[config.mk]
export PLATFORM = sky130hd
export DESIGN_NAME = serial_detect_sched
export DESIGN_NICKNAME = d
export VERILOG_FILES = /design/src/rtl/serial_detect_sched.sv
export SDC_FILE = /design/constraint.sdc
export NUM_CORES = 1
export LEC_CHECK = 0
export ABC_AREA = 1
export CAP_MARGIN = 15
export CORE_MARGIN = 2
export CORE_UTILIZATION = 39
export CTS_CLUSTER_DIAMETER = 150
export DETAILED_ROUTE_END_ITERATION = 8
export GPL_TIMING_DRIVEN = 0
export SYNTH_ARGS = -nofsm -noshare
export SYNTH_HDL_FRONTEND = slang
export SYNTH_SLANG_ARGS = --single-unit
export TNS_END_PERCENT = 1
[constraint.sdc]
create_clock -name clk -period 3.6 [get_ports clk]
set_clock_uncertainty 0.1 [all_clocks]
set_input_delay 0.9 -clock clk [delete_from_list [all_inputs] [get_ports clk]]
set_output_delay 0.9 -clock clk [all_outputs]
set_load 0.01 [all_outputs]
[src/rtl/serial_detect_sched.sv]
// serial_detect_sched
//
// Shares one external serial pattern detector between two requesters. A word
// is granted round-robin, optionally preceded by a detector clear pulse, then
// shifted out MSB first on xout. The detector's Moore match output (yin) is
// counted for the eight bit positions of that word, and the total is
// reported with the owning requester id.
//
// Configuration:
//   DET_FLUSH_EN  defined   -> a one-cycle CLR state pulses det_clr before
//                              every word, so no match spans two words.
//                 undefined -> no CLR state, det_clr tied low, detector
//                              history carries from word to word.
//
// Ports:
//   clk        system clock, rising edge
//   rst        asynchronous active-high reset
//   req0/req1  requester has a word pending (held until its ack)
//   data0/1    requester words
//   ack0/ack1  one-cycle grant pulse, only ever in IDLE
//   xout       serial bit to the detector
//   det_clr    synchronous clear pulse to the detector
//   yin        detector match, valid one cycle after the bit
//   res_valid  one-cycle result strobe
//   res_id     requester that owned the reported word
//   res_count  matches for that word (0..8), held until the next report
//   busy       high whenever not IDLE

module serial_detect_sched (
  input  logic       clk,
  input  logic       rst,
  input  logic       req0,
  input  logic [7:0] data0,
  output logic       ack0,
  input  logic       req1,
  input  logic [7:0] data1,
  output logic       ack1,
  output logic       xout,
  output logic       det_clr,
  input  logic       yin,
  output logic       res_valid,
  output logic       res_id,
  output logic [3:0] res_count,
  output logic       busy
);

  localparam logic [2:0] StIdle   = 3'd0;
`ifdef DET_FLUSH_EN
  localparam logic [2:0] StClr    = 3'd1;
`endif
  localparam logic [2:0] StShift  = 3'd2;
  localparam logic [2:0] StDrain  = 3'd3;
  localparam logic [2:0] StReport = 3'd4;

  logic [2:0] state_q, state_d;
  logic [7:0] data_q;
  logic       id_q;
  logic       last_q;
  logic [2:0] bit_q;
  logic [3:0] cnt_q;
  logic [3:0] cnt_inc;
  logic       res_id_q;
  logic [3:0] res_count_q;
  logic       gnt0, gnt1;
  logic       enter_shift;

  // With both pending, the requester not granted last wins.
  assign gnt1 = req1 & (~req0 | ~last_q);
  assign gnt0 = req0 & ~gnt1;

  // Count saturates at 8; eight bit positions can never exceed it anyway.
  assign cnt_inc = (cnt_q == 4'd8) ? cnt_q : cnt_q + 4'd1;

  always_comb begin
    state_d = state_q;
    ack0    = 1'b0;
    ack1    = 1'b0;
    case (state_q)
      StIdle: begin
        if (gnt0 || gnt1) begin
          ack0 = gnt0;
          ack1 = gnt1;
`ifdef DET_FLUSH_EN
          state_d = StClr;
`else
          state_d = StShift;
`endif
        end
      end
`ifdef DET_FLUSH_EN
      StClr:    state_d = StShift;
`endif
      StShift:  if (bit_q == 3'd0) state_d = StDrain;
      StDrain:  state_d = StReport;
      StReport: state_d = StIdle;
      default:  state_d = StIdle;
    endcase
  end

  assign enter_shift = (state_d == StShift) && (state_q != StShift);

  always_ff @(posedge clk or posedge rst) begin
    if (rst) begin
      state_q     <= StIdle;
      data_q      <= 8'h00;
      id_q        <= 1'b0;
      last_q      <= 1'b1;
      bit_q       <= 3'd7;
      cnt_q       <= 4'd0;
      res_id_q    <= 1'b0;
      res_count_q <= 4'd0;
    end else begin
      state_q <= state_d;
      if (state_q == StIdle && (gnt0 || gnt1)) begin
        data_q <= gnt1 ? data1 : data0;
        id_q   <= gnt1;
        last_q <= gnt1;
      end
      if (enter_shift) begin
        bit_q <= 3'd7;
        cnt_q <= 4'd0;
      end else if (state_q == StShift) begin
        bit_q <= bit_q - 3'd1;
        // First shift cycle sees the detector's response to older history.
        if (yin && bit_q != 3'd7) cnt_q <= cnt_inc;
      end
      // DRAIN carries the response to the last bit; fold it into the result.
      if (state_q == StDrain) begin
        res_id_q    <= id_q;
        res_count_q <= yin ? cnt_inc : cnt_q;
      end
    end
  end

  assign xout      = (state_q == StShift) & data_q[bit_q];
`ifdef DET_FLUSH_EN
  assign det_clr   = (state_q == StClr);
`else
  assign det_clr   = 1'b0;
`endif
  assign res_valid = (state_q == StReport);
  assign res_id    = res_id_q;
  assign res_count = res_count_q;
  assign busy      = (state_q != StIdle);

endmodule

[Yosys cells after proc, flatten, opt, wreduce, memory -nomap -nowiden]
Index checks and enable logic that the tools add are counted.
Word-level totals
  register bits: 25
  bits in latches: 0
  RAM bits: 0
  memory bits (read-only): 0
  input bits: 21
  output and inout bits: 11
  memories kept: 0
Operators by class
  add/sub/neg operators: 2
  multiply operators: 0
  div/mod/pow operators: 0
  order comparisons: 1
  eq/ne operators: 7
  shift operators: 0
  multiplexer cells: 17
  bitwise operators: 7
  reduce and logical (&&, ||, !) cells: 10
Operator list (count)
  2-to-1 mux 4 bit: 5
  2-to-1 mux 3 bit: 4
  == test 3 x 2 -> 1 bit, second input constant: 3
  one-hot mux 3 bit (3 select lines): 1
  2-to-1 mux 8 bit: 1
  zero test 3 bit: 2
  2-to-1 mux 1 bit: 5
  adder 4 x 1 -> 4 bit, second input constant: 1
  == test 4 bit, second input constant: 1
  less-than comparator 3 x 4 -> 1 bit, second input constant: 1
  nonzero test 2 bit: 2
  AND 1 bit: 3
  binary-select mux 1 bit (select 3 bit): 1
  == test 3 bit, second input constant: 1
  logical AND 1 bit: 3
  inequality test 3 x 2 -> 1 bit, second input constant: 1
  inequality test 3 bit, second input constant: 1
  inverter 1 bit: 3
  nonzero test 3 bit: 1
  subtractor 3 x 1 -> 3 bit, second input constant: 1
  AND reduction 2 bit: 1
  logical OR 1 bit: 1
  OR 1 bit: 1

[Depth between registers and ports, before layout]
Gate-level depths: netlist of run 1.
  depth after elaboration: 12
  mapped depth: 7

[Least setup slack after synthesis of run 1]
OpenSTA, ideal clock, no wires.
  kind: input-to-output
  start point: input req0
  end point: output ack0
  data arrival time: 1429 ps
  required time: 2600 ps
  path slack: 1171 ps
  stages: 4
  buffers on the path: 0
  cell sequence: nand2_1 -> nand2_2 -> inv_2 -> nor3_1
On the way
  word-level cells in the longest chain between the ends: 8
Ends and longest elaborated chain
  start, declared: line 32  | input logic req0,
  inverter 1 bit: line 68  | assign gnt1 = req1 & (~req0 | ~last_q);
  OR 1 bit: line 68
  AND 1 bit: line 68
  inverter 1 bit: line 69  | assign gnt0 = req0 & ~gnt1;
  AND 1 bit: line 69
  logical OR 1 bit: line 80  | if (gnt0 || gnt1) begin
  2-to-1 mux 1 bit *: line 80
  2-to-1 mux 1 bit *: line 78  | case (state_q)
  end, declared: line 34  | output logic ack0,
Every way passes the cells marked *; elsewhere a longest branch is shown, timed or not.

[Worst setup path in the final report of run 1]
Ends and elaborated chain as after synthesis.

==> impl_metrics.json, run 1 <==
{
  "run_status": "complete, no violations",
  "htreeDepth": 1,
  "slew-limit-headroom": 0.380,
  "cp_common_cell": "sky130_fd_sc_hd__clkdlybuf4s50_1",
  "gpl.final_weighted_congestion": 0.830,
  "timing.critical_path.cells": "clkdlybuf4s50_1, nand2_1, nand2_4, inv_2, nor3_1, clkdlybuf4s50_1",
  "final_core_util": 0.528,
  "grt.overflow.total": 0,
  "yosys_most_used_dff": "sky130_fd_sc_hd__dfrtp_1",
  "number_of_antenna_violations_at_the_first_check_in_global_routing": 0,
  "cts_tree": "built",
  "setup_viol": 0,
  "route.antenna.remaining_nets": 0,
  "fillCellCount": 327,
  "crit_slowest_cell": "sky130_fd_sc_hd__clkdlybuf4s50_1",
  "yosysUniqueCellTypes": 25,
  "power.net_switching_uw": 542,
  "remaining_drc_errors": 0,
  "finalWorstPathRequiredPeriod_ns": 3.42,
  "finalHoldViolCount": 0,
  "design.portCount": 32,
  "crit-reg2reg-launch": "bit_q[0]$_DFFE_PP1P_",
  "min_path_type": "register to register",
  "seqPwrFrac": 0.397,
  "post_synth.cell_area_avg_um2": 7.57,
  "final_layout_size_suffix_gt1_frac": 0.0905,
  "syn-num-nets": 213,
  "worstSetupEndpointType": "output pin",
  "cp_data_required_time_ns": 2.60,
  "clkSinkCount": 25,
  "total_leakage_power_uw": 0.000908,
  "finalCritPeriodShare": 0.950,
  "syn_to_final_growth_pct": 27.5,
  "combinational_power_share": 0.512,
  "power.internal_uw": 764,
  "setup.reg_to_reg.worst_slack_ns": 2.10,
  "postSynth.asyncResetShare": 1.00,
  "vias": 1231,
  "critPathMaxFanout": 10,
  "synth.ff_latch_count": 25,
  "timing_worst_slew_pin_value_ns": 0.928,
  "cts_buffer_count": 3,
  "clock_path_buffers": 2,
  "maxClockFrequency_mhz": 292,
  "synth_top_cells_by_area": "sky130_fd_sc_hd__dfrtp_1 (37%), sky130_fd_sc_hd__nand2_1 (19%), sky130_fd_sc_hd__dfstp_2 (7.4%)",
  "portBuffers": 30,
  "power.switching_fraction": 0.415,
  "cts_hold_buffers": 0,
  "unrepaired_setup_endpoints_after_global_routing": "no",
  "yosys.cell_count.top_type": "sky130_fd_sc_hd__nand2_1",
  "grt_pass1_vias": 1203,
  "worst_r2r_endpoint": "bit_q[1]$_DFFE_PP1P_",
  "critical_path.n_buffers_inverters": 3,
  "holdCritStartpoint": "last_q$_DFFE_PP1P_",
  "critical_path_depth": 6,
  "num_antenna_cells": 0,
  "worst_setup_hold_path_clk_slew_ns": 0.12,
  "fp-row-count": 21,
  "post-synth-top-area-fraction": 0.371,
  "gr-usage-all-layers": 0.159,
  "detailed_place_hpwl_um": 2270,
  "finalNetCount": 248,
  "dieArea_mm2": 0.00413,
  "synth_enable_flop_cells": 0,
  "worst-endpoint-arrival_ns": 2.42,
  "post_synth_instance_area_mm2": 0.00142,
  "max_cap_viol_count": 0,
  "drtIter0Drc": 54,
  "post_cts.resized_instances": 0,
  "timing.hold.ws_ns": 0.375,
  "grt_start_max_net_pins": 26,
  "worstHoldPathCells": 2,
  "whs_endpoint": "last_q$_DFFE_PP1P_",
  "core_region_area_mm2": 0.00342,
  "postSynthCellCount": 187,
  "detail_route.wl_per_cell_um": 10.5,
  "clkLatencyLatePin_ns": 0.31,
  "die_width_um": 64.2,
  "viasPerCell": 4.61,
  "final-max-slew-violation-count": 0,
  "critPathMaxStageDelay_ns": 0.57,
  "yosysWarnings": 0,
  "setup-tns-final_ns": 0,
  "power.ir.vdd_worst_mv": 0.436,
  "floorplan.die.height_um": 64.2,
  "r2r_cells": 4,
  "starting_density": 0.414,
  "grt_pass1_wl_um": 5250,
  "synth_seq_area_share": 0.446,
  "cts_setup_buffers": 0,
  "kind_of_cell_adding_the_most_delay_to_the_critical_path": "buffers and inverters",
  "crit_type": "primary input to output pin",
  "finalWirelength_um": 2810,
  "synth_top_cell_by_area": "sky130_fd_sc_hd__dfrtp_1",
  "power.density_mw_per_mm2": 724,
  "cts.root.buffer_cell": "sky130_fd_sc_hd__clkbuf_4",
  "clock_power_share": 0.091,
  "worstSetupStartpointType": "primary input",
  "drtPass1Iterations": 4,
  "post_synth_most_frequent_cells": "sky130_fd_sc_hd__nand2_1 (70), sky130_fd_sc_hd__inv_1 (25), sky130_fd_sc_hd__dfrtp_1 (21), sky130_fd_sc_hd__nand3_1 (14), sky130_fd_sc_hd__nor2_1 (9)"
}
-- flip-flops by register name, summed over array words and instances, names as in the netlist --
register and cells:
state_q 3, res_count 4, res_id 1, cnt_q 4, last_q 1, bit_q 3, id_q 1, data_q 8
-- metal layers --
| metal | routed length [um] | part of all wire | GRT usage | up-vias |
|---|---|---|---|---|
| met5 | 0 | 0 | 0 | - |
| met4 | 13 | 0.0046 | 0.0239 | 0 |
| met3 | 82 | 0.029 | 0.0423 | 2 |
| met2 | 1330 | 0.47 | 0.257 | 15 |
| met1 | 1390 | 0.49 | 0.218 | 561 |
| li1 | - | - | - | 653 |
-- power groups by stage --
stage / Clock, uW / Sequential [uW] / Combinational, uW
5_1_grt: 141 / 537 / 770
2_1_floorplan: 0 / 516 / 446
3_3_place_gp: 0 / 519 / 657
6_report: 119 / 518 / 669
3_5_place_dp: 0 / 525 / 669
4_1_cts: 128 / 517 / 673
-- layout make-up --
cell class	count	area, um2	share of cell area
plain buffers	2	18.8	0.0104
clock buffers	4	26.3	0.0146
inverters	27	101	0.0562
well taps	46	57.6	0.0319
flip-flops and latches	25	631	0.350
repair buffers	30	300	0.166
multi-input cells	133	669	0.371
-- tightest hold or removal path, stage by stage (launching register included) --
cell	delay (ns)
sky130_fd_sc_hd__dfstp_2	0.39
sky130_fd_sc_hd__nand2_1	0.05
sky130_fd_sc_hd__nand2_1	0.04
-- cell usage in the layout (no fill, tap or decap) --
master                             n
sky130_fd_sc_hd__nand2_1          70
sky130_fd_sc_hd__clkdlybuf4s50_1  30
sky130_fd_sc_hd__inv_1            25
sky130_fd_sc_hd__dfrtp_1          21
sky130_fd_sc_hd__nand3_1          14
sky130_fd_sc_hd__nor2_1            9
sky130_fd_sc_hd__o21ai_0           8
sky130_fd_sc_hd__a21oi_1           6
sky130_fd_sc_hd__ha_1              5
sky130_fd_sc_hd__dfstp_2           4
sky130_fd_sc_hd__o21ai_1           3
sky130_fd_sc_hd__clkbuf_4          3
sky130_fd_sc_hd__inv_2             2
sky130_fd_sc_hd__nand3_4           2
sky130_fd_sc_hd__nand2_2           2
sky130_fd_sc_hd__nand4_1           2
sky130_fd_sc_hd__a31oi_1           2
sky130_fd_sc_hd__nor3_1            2
sky130_fd_sc_hd__a21oi_4           1
sky130_fd_sc_hd__buf_6             1
sky130_fd_sc_hd__nand2_4           1
sky130_fd_sc_hd__o21ai_2           1
sky130_fd_sc_hd__nor2_4            1
sky130_fd_sc_hd__nand3b_1          1
sky130_fd_sc_hd__or2_0             1
sky130_fd_sc_hd__and2_2            1
sky130_fd_sc_hd__buf_4             1
sky130_fd_sc_hd__conb_1            1
sky130_fd_sc_hd__clkbuf_1          1
-- stage by stage --
stage,cells,total power (uW),setup WS [ns],area (um2)
floorplan,187,962,1.17,1420
global placement,263,1180,0.157,1770
detailed placement,263,1190,0.147,1770
CTS,267,1320,0.129,1800
global route,267,1450,0.0684,1800
finish,267,1310,0.180,1800
-- logic make-up (layout without fill, tap and decap cells) --
family,Yosys count,count (layout),synth area share
AOI/OAI and AO/OA,21,21,0.0867
buffers and inverters,29,63,0.0849
DFF,25,25,0.446
other,1,1,0.00265
adders and majority gates,5,5,0.0442
and+or+nand+nor,106,106,0.336
-- worst max-delay path by stage --
stage,from,endpoint,slack [ns]
after floorplan,req0,ack0,1.17
after global placement,req0,ack0,0.16
after detailed placement,req0,ack0,0.15
after CTS,req0,ack0,0.13
after global routing,req0,ack0,0.07
final,req0,ack0,0.18
(Power assumes the default switching activity.)
==> run 2: changes to the inputs <==
--- a/config.mk
+++ b/config.mk
@@ -12,7 +12,9 @@
 export CTS_CLUSTER_DIAMETER = 150
 export DETAILED_ROUTE_END_ITERATION = 8
 export GPL_TIMING_DRIVEN = 0
+export PLACE_DENSITY = 0.67
+export RECOVER_POWER = 100
 export SYNTH_ARGS = -nofsm -noshare
 export SYNTH_HDL_FRONTEND = slang
 export SYNTH_SLANG_ARGS = --single-unit
-export TNS_END_PERCENT = 1
+export TNS_END_PERCENT = 5
==> constraint.sdc (replaced) <==
create_clock -name clk -period 2.7 [get_ports clk]
set_clock_uncertainty 0.1 [all_clocks]
set_input_delay 0.675 -clock clk [delete_from_list [all_inputs] [get_ports clk]]
set_output_delay 0.675 -clock clk [all_outputs]
set_load 0.01 [all_outputs]
==> run 2 against run 1 <==
  * First-iteration DRC count up 22%
  * Die area unchanged
  * Sequential power rose by 33%
  * Wire length is 5.1% lower
  * Register-to-register slack got worse by 1.3 ns
  * Final cell count is 0.75% higher
  * Critical path depth unchanged
  * Cell area down 0.35%
  * Combinational power grew 25%
  * Via count is 0.16% lower
==> impl_metrics.json, run 2 (same netlist as run 1, synthesis figures left out) <==
{
  "grt.overflow.total": 0,
  "topRoutingLayerUsed": "met4",
  "finalWirelength_um": 2670,
  "grt_pass1_vias": 1248,
  "timing_worst_slew_pin_value_ns": 0.921,
  "gpl.final_weighted_congestion": 0.729,
  "clock_path_buffers": 2,
  "design_power_total_uw": 1680,
  "floorplan.die.height_um": 64.2,
  "total_leakage_power_uw": 0.000934,
  "worstSetupEndpointType": "output pin",
  "final_core_util": 0.526,
  "design.portCount": 32,
  "critPathMaxFanout": 10,
  "slew-limit-headroom": 0.385,
  "max_cap_viol_count": 0,
  "crit_type": "primary input to output pin",
  "worstSetupStartpointType": "primary input",
  "cp_data_required_time_ns": 1.92,
  "max_reg_flops": 8,
  "clkSinkCount": 25,
  "setup_viol": 0,
  "registers.top_by_ff_count": "data_q",
  "fin_ws_ns": 0.238,
  "cts.root.buffer_cell": "sky130_fd_sc_hd__clkbuf_4",
  "grt_start_max_net_pins": 26,
  "power.ir.vdd_worst_mv": 0.377,
  "starting_density": 0.414,
  "final-max-slew-violation-count": 0,
  "critPathMaxStageDelay_ns": 0.27,
  "htreeDepth": 1,
  "detailed_place_hpwl_um": 2140,
  "portBuffers": 30,
  "finalNetCount": 250,
  "drtPass1Iterations": 4,
  "worst_setup_hold_path_clk_slew_ns": 0.13,
  "syn_to_final_growth_pct": 27.1,
  "crit_slowest_cell": "sky130_fd_sc_hd__dlygate4sd2_1",
  "viasPerCell": 4.57,
  "finalCritPeriodShare": 0.912,
  "cts_tree": "built",
  "maxClockFrequency_mhz": 406,
  "num_antenna_cells": 0,
  "grt_pass1_wl_um": 5110,
  "core_region_area_mm2": 0.00342,
  "mostFrequentLayoutCells": "sky130_fd_sc_hd__nand2_1 (70), sky130_fd_sc_hd__inv_1 (24), sky130_fd_sc_hd__dfrtp_1 (21)",
  "min_path_type": "register to register",
  "detailroute.wirelength.met3_um": 92,
  "worst-endpoint-arrival_ns": 1.69,
  "cts_hold_buffers": 0,
  "run_status": "complete, no violations",
  "dp_worst_setup_slack_ns": -0.347,
  "route.layer.met1.wl_um": 1300,
  "remaining_drc_errors": 0,
  "dieArea_mm2": 0.00413,
  "final_layout_size_suffix_gt1_frac": 0.0897,
  "timing.hold.ws_ns": 0.400,
  "leading_cell_type_in_the_layout_fill_and_taps_excluded": "sky130_fd_sc_hd__nand2_1",
  "number_of_antenna_violations_at_the_first_check_in_global_routing": 0,
  "vias": 1229,
  "power.density_mw_per_mm2": 937,
  "detail_route.wl_per_cell_um": 9.92,
  "routed-wl-met2_um": 1270,
  "cts_buffer_count": 3,
  "fp-row-count": 21,
  "finalWorstPathRequiredPeriod_ns": 2.46,
  "unrepaired_setup_endpoints_after_global_routing": "no",
  "drtIter0Drc": 66,
  "route.antenna.remaining_nets": 0,
  "finalHoldViolCount": 0,
  "timing.critical_path.cells": "dlygate4sd2_1, nand2_1, inv_6, nand2_1, inv_1, dlygate4sd2_1",
  "gr-usage-all-layers": 0.149,
  "clkLatencyLatePin_ns": 0.30,
  "die_width_um": 64.2
}
run 2: critical path, delay by kind of cell:
family | cells | cell delay (ns)
buffers and inverters | 4 | 0.65
and+or+nand+nor | 2 | 0.36
run 2: final cells by class:
class,count,area (um2)
fill,339,1620
multi-input combinational,133,653
sequential,25,631
timing repair buffer,32,313
inverter,27,106
tap,46,57.6
clock buffer,4,26.3
buffer,2,11.3
run 2: timing repair:
action / CTS / global route
endpoints found under the setup margin: 3 / 2
resized for setup: 8 / 2
pin swaps: 0 / 1
setup buffers: 0 / 2
run 2: per-layer routing:
metal  up-vias  track usage
li1        655            -
met1       547        0.198
met2        25        0.263
met3         2       0.0211
met4         0       0.0239
met5         -            0
run 2: final timing paths:
check	start	to	slack, ns	depth (start not counted)
max in group asynchronous	rst	cnt_q[3]$_DFFE_PP0P_	1.04	2
setup reg to reg	state_q[0]$_DFF_PP0_	data_q[2]$_DFFE_PP0P_	0.83	5
hold / removal	last_q$_DFFE_PP1P_	last_q$_DFFE_PP1P_	0.40	2
min in group asynchronous	rst	id_q$_DFFE_PP0P_	0.89	2
setup / recovery	req1	ack1	0.24	6
hold reg to reg	last_q$_DFFE_PP1P_	last_q$_DFFE_PP1P_	0.40	2
run 2: power by group:
group	total (uW)	internal (uW)	leakage (uW)	switching [uW]
Sequential	689	567	0.000302	123
Combinational	835	358	0.000618	477
Clock	159	57.6	0.0000150	102
Total	1680	982	0.000934	702
run 2: stage by stage:
stage | TNS [ns] | std cells | instance area (um2)
6_report | 0 | 269 | 1800
5_1_grt | 0 | 269 | 1800
4_1_cts | 0 | 267 | 1800
3_5_place_dp | -0.654 | 263 | 1770
3_3_place_gp | -0.611 | 263 | 1770
2_1_floorplan | 0 | 187 | 1420
==> run 3: changes to the inputs <==
--- a/config.mk
+++ b/config.mk
@@ -10,6 +10,7 @@
 export CORE_MARGIN = 2
 export CORE_UTILIZATION = 39
 export CTS_CLUSTER_DIAMETER = 150
+export CTS_CLUSTER_SIZE = 24
 export DETAILED_ROUTE_END_ITERATION = 8
 export GPL_TIMING_DRIVEN = 0
 export PLACE_DENSITY = 0.67
==> results of run 3 <==
Same layout as run 2: the final DEF is identical, and so are final timing and power.
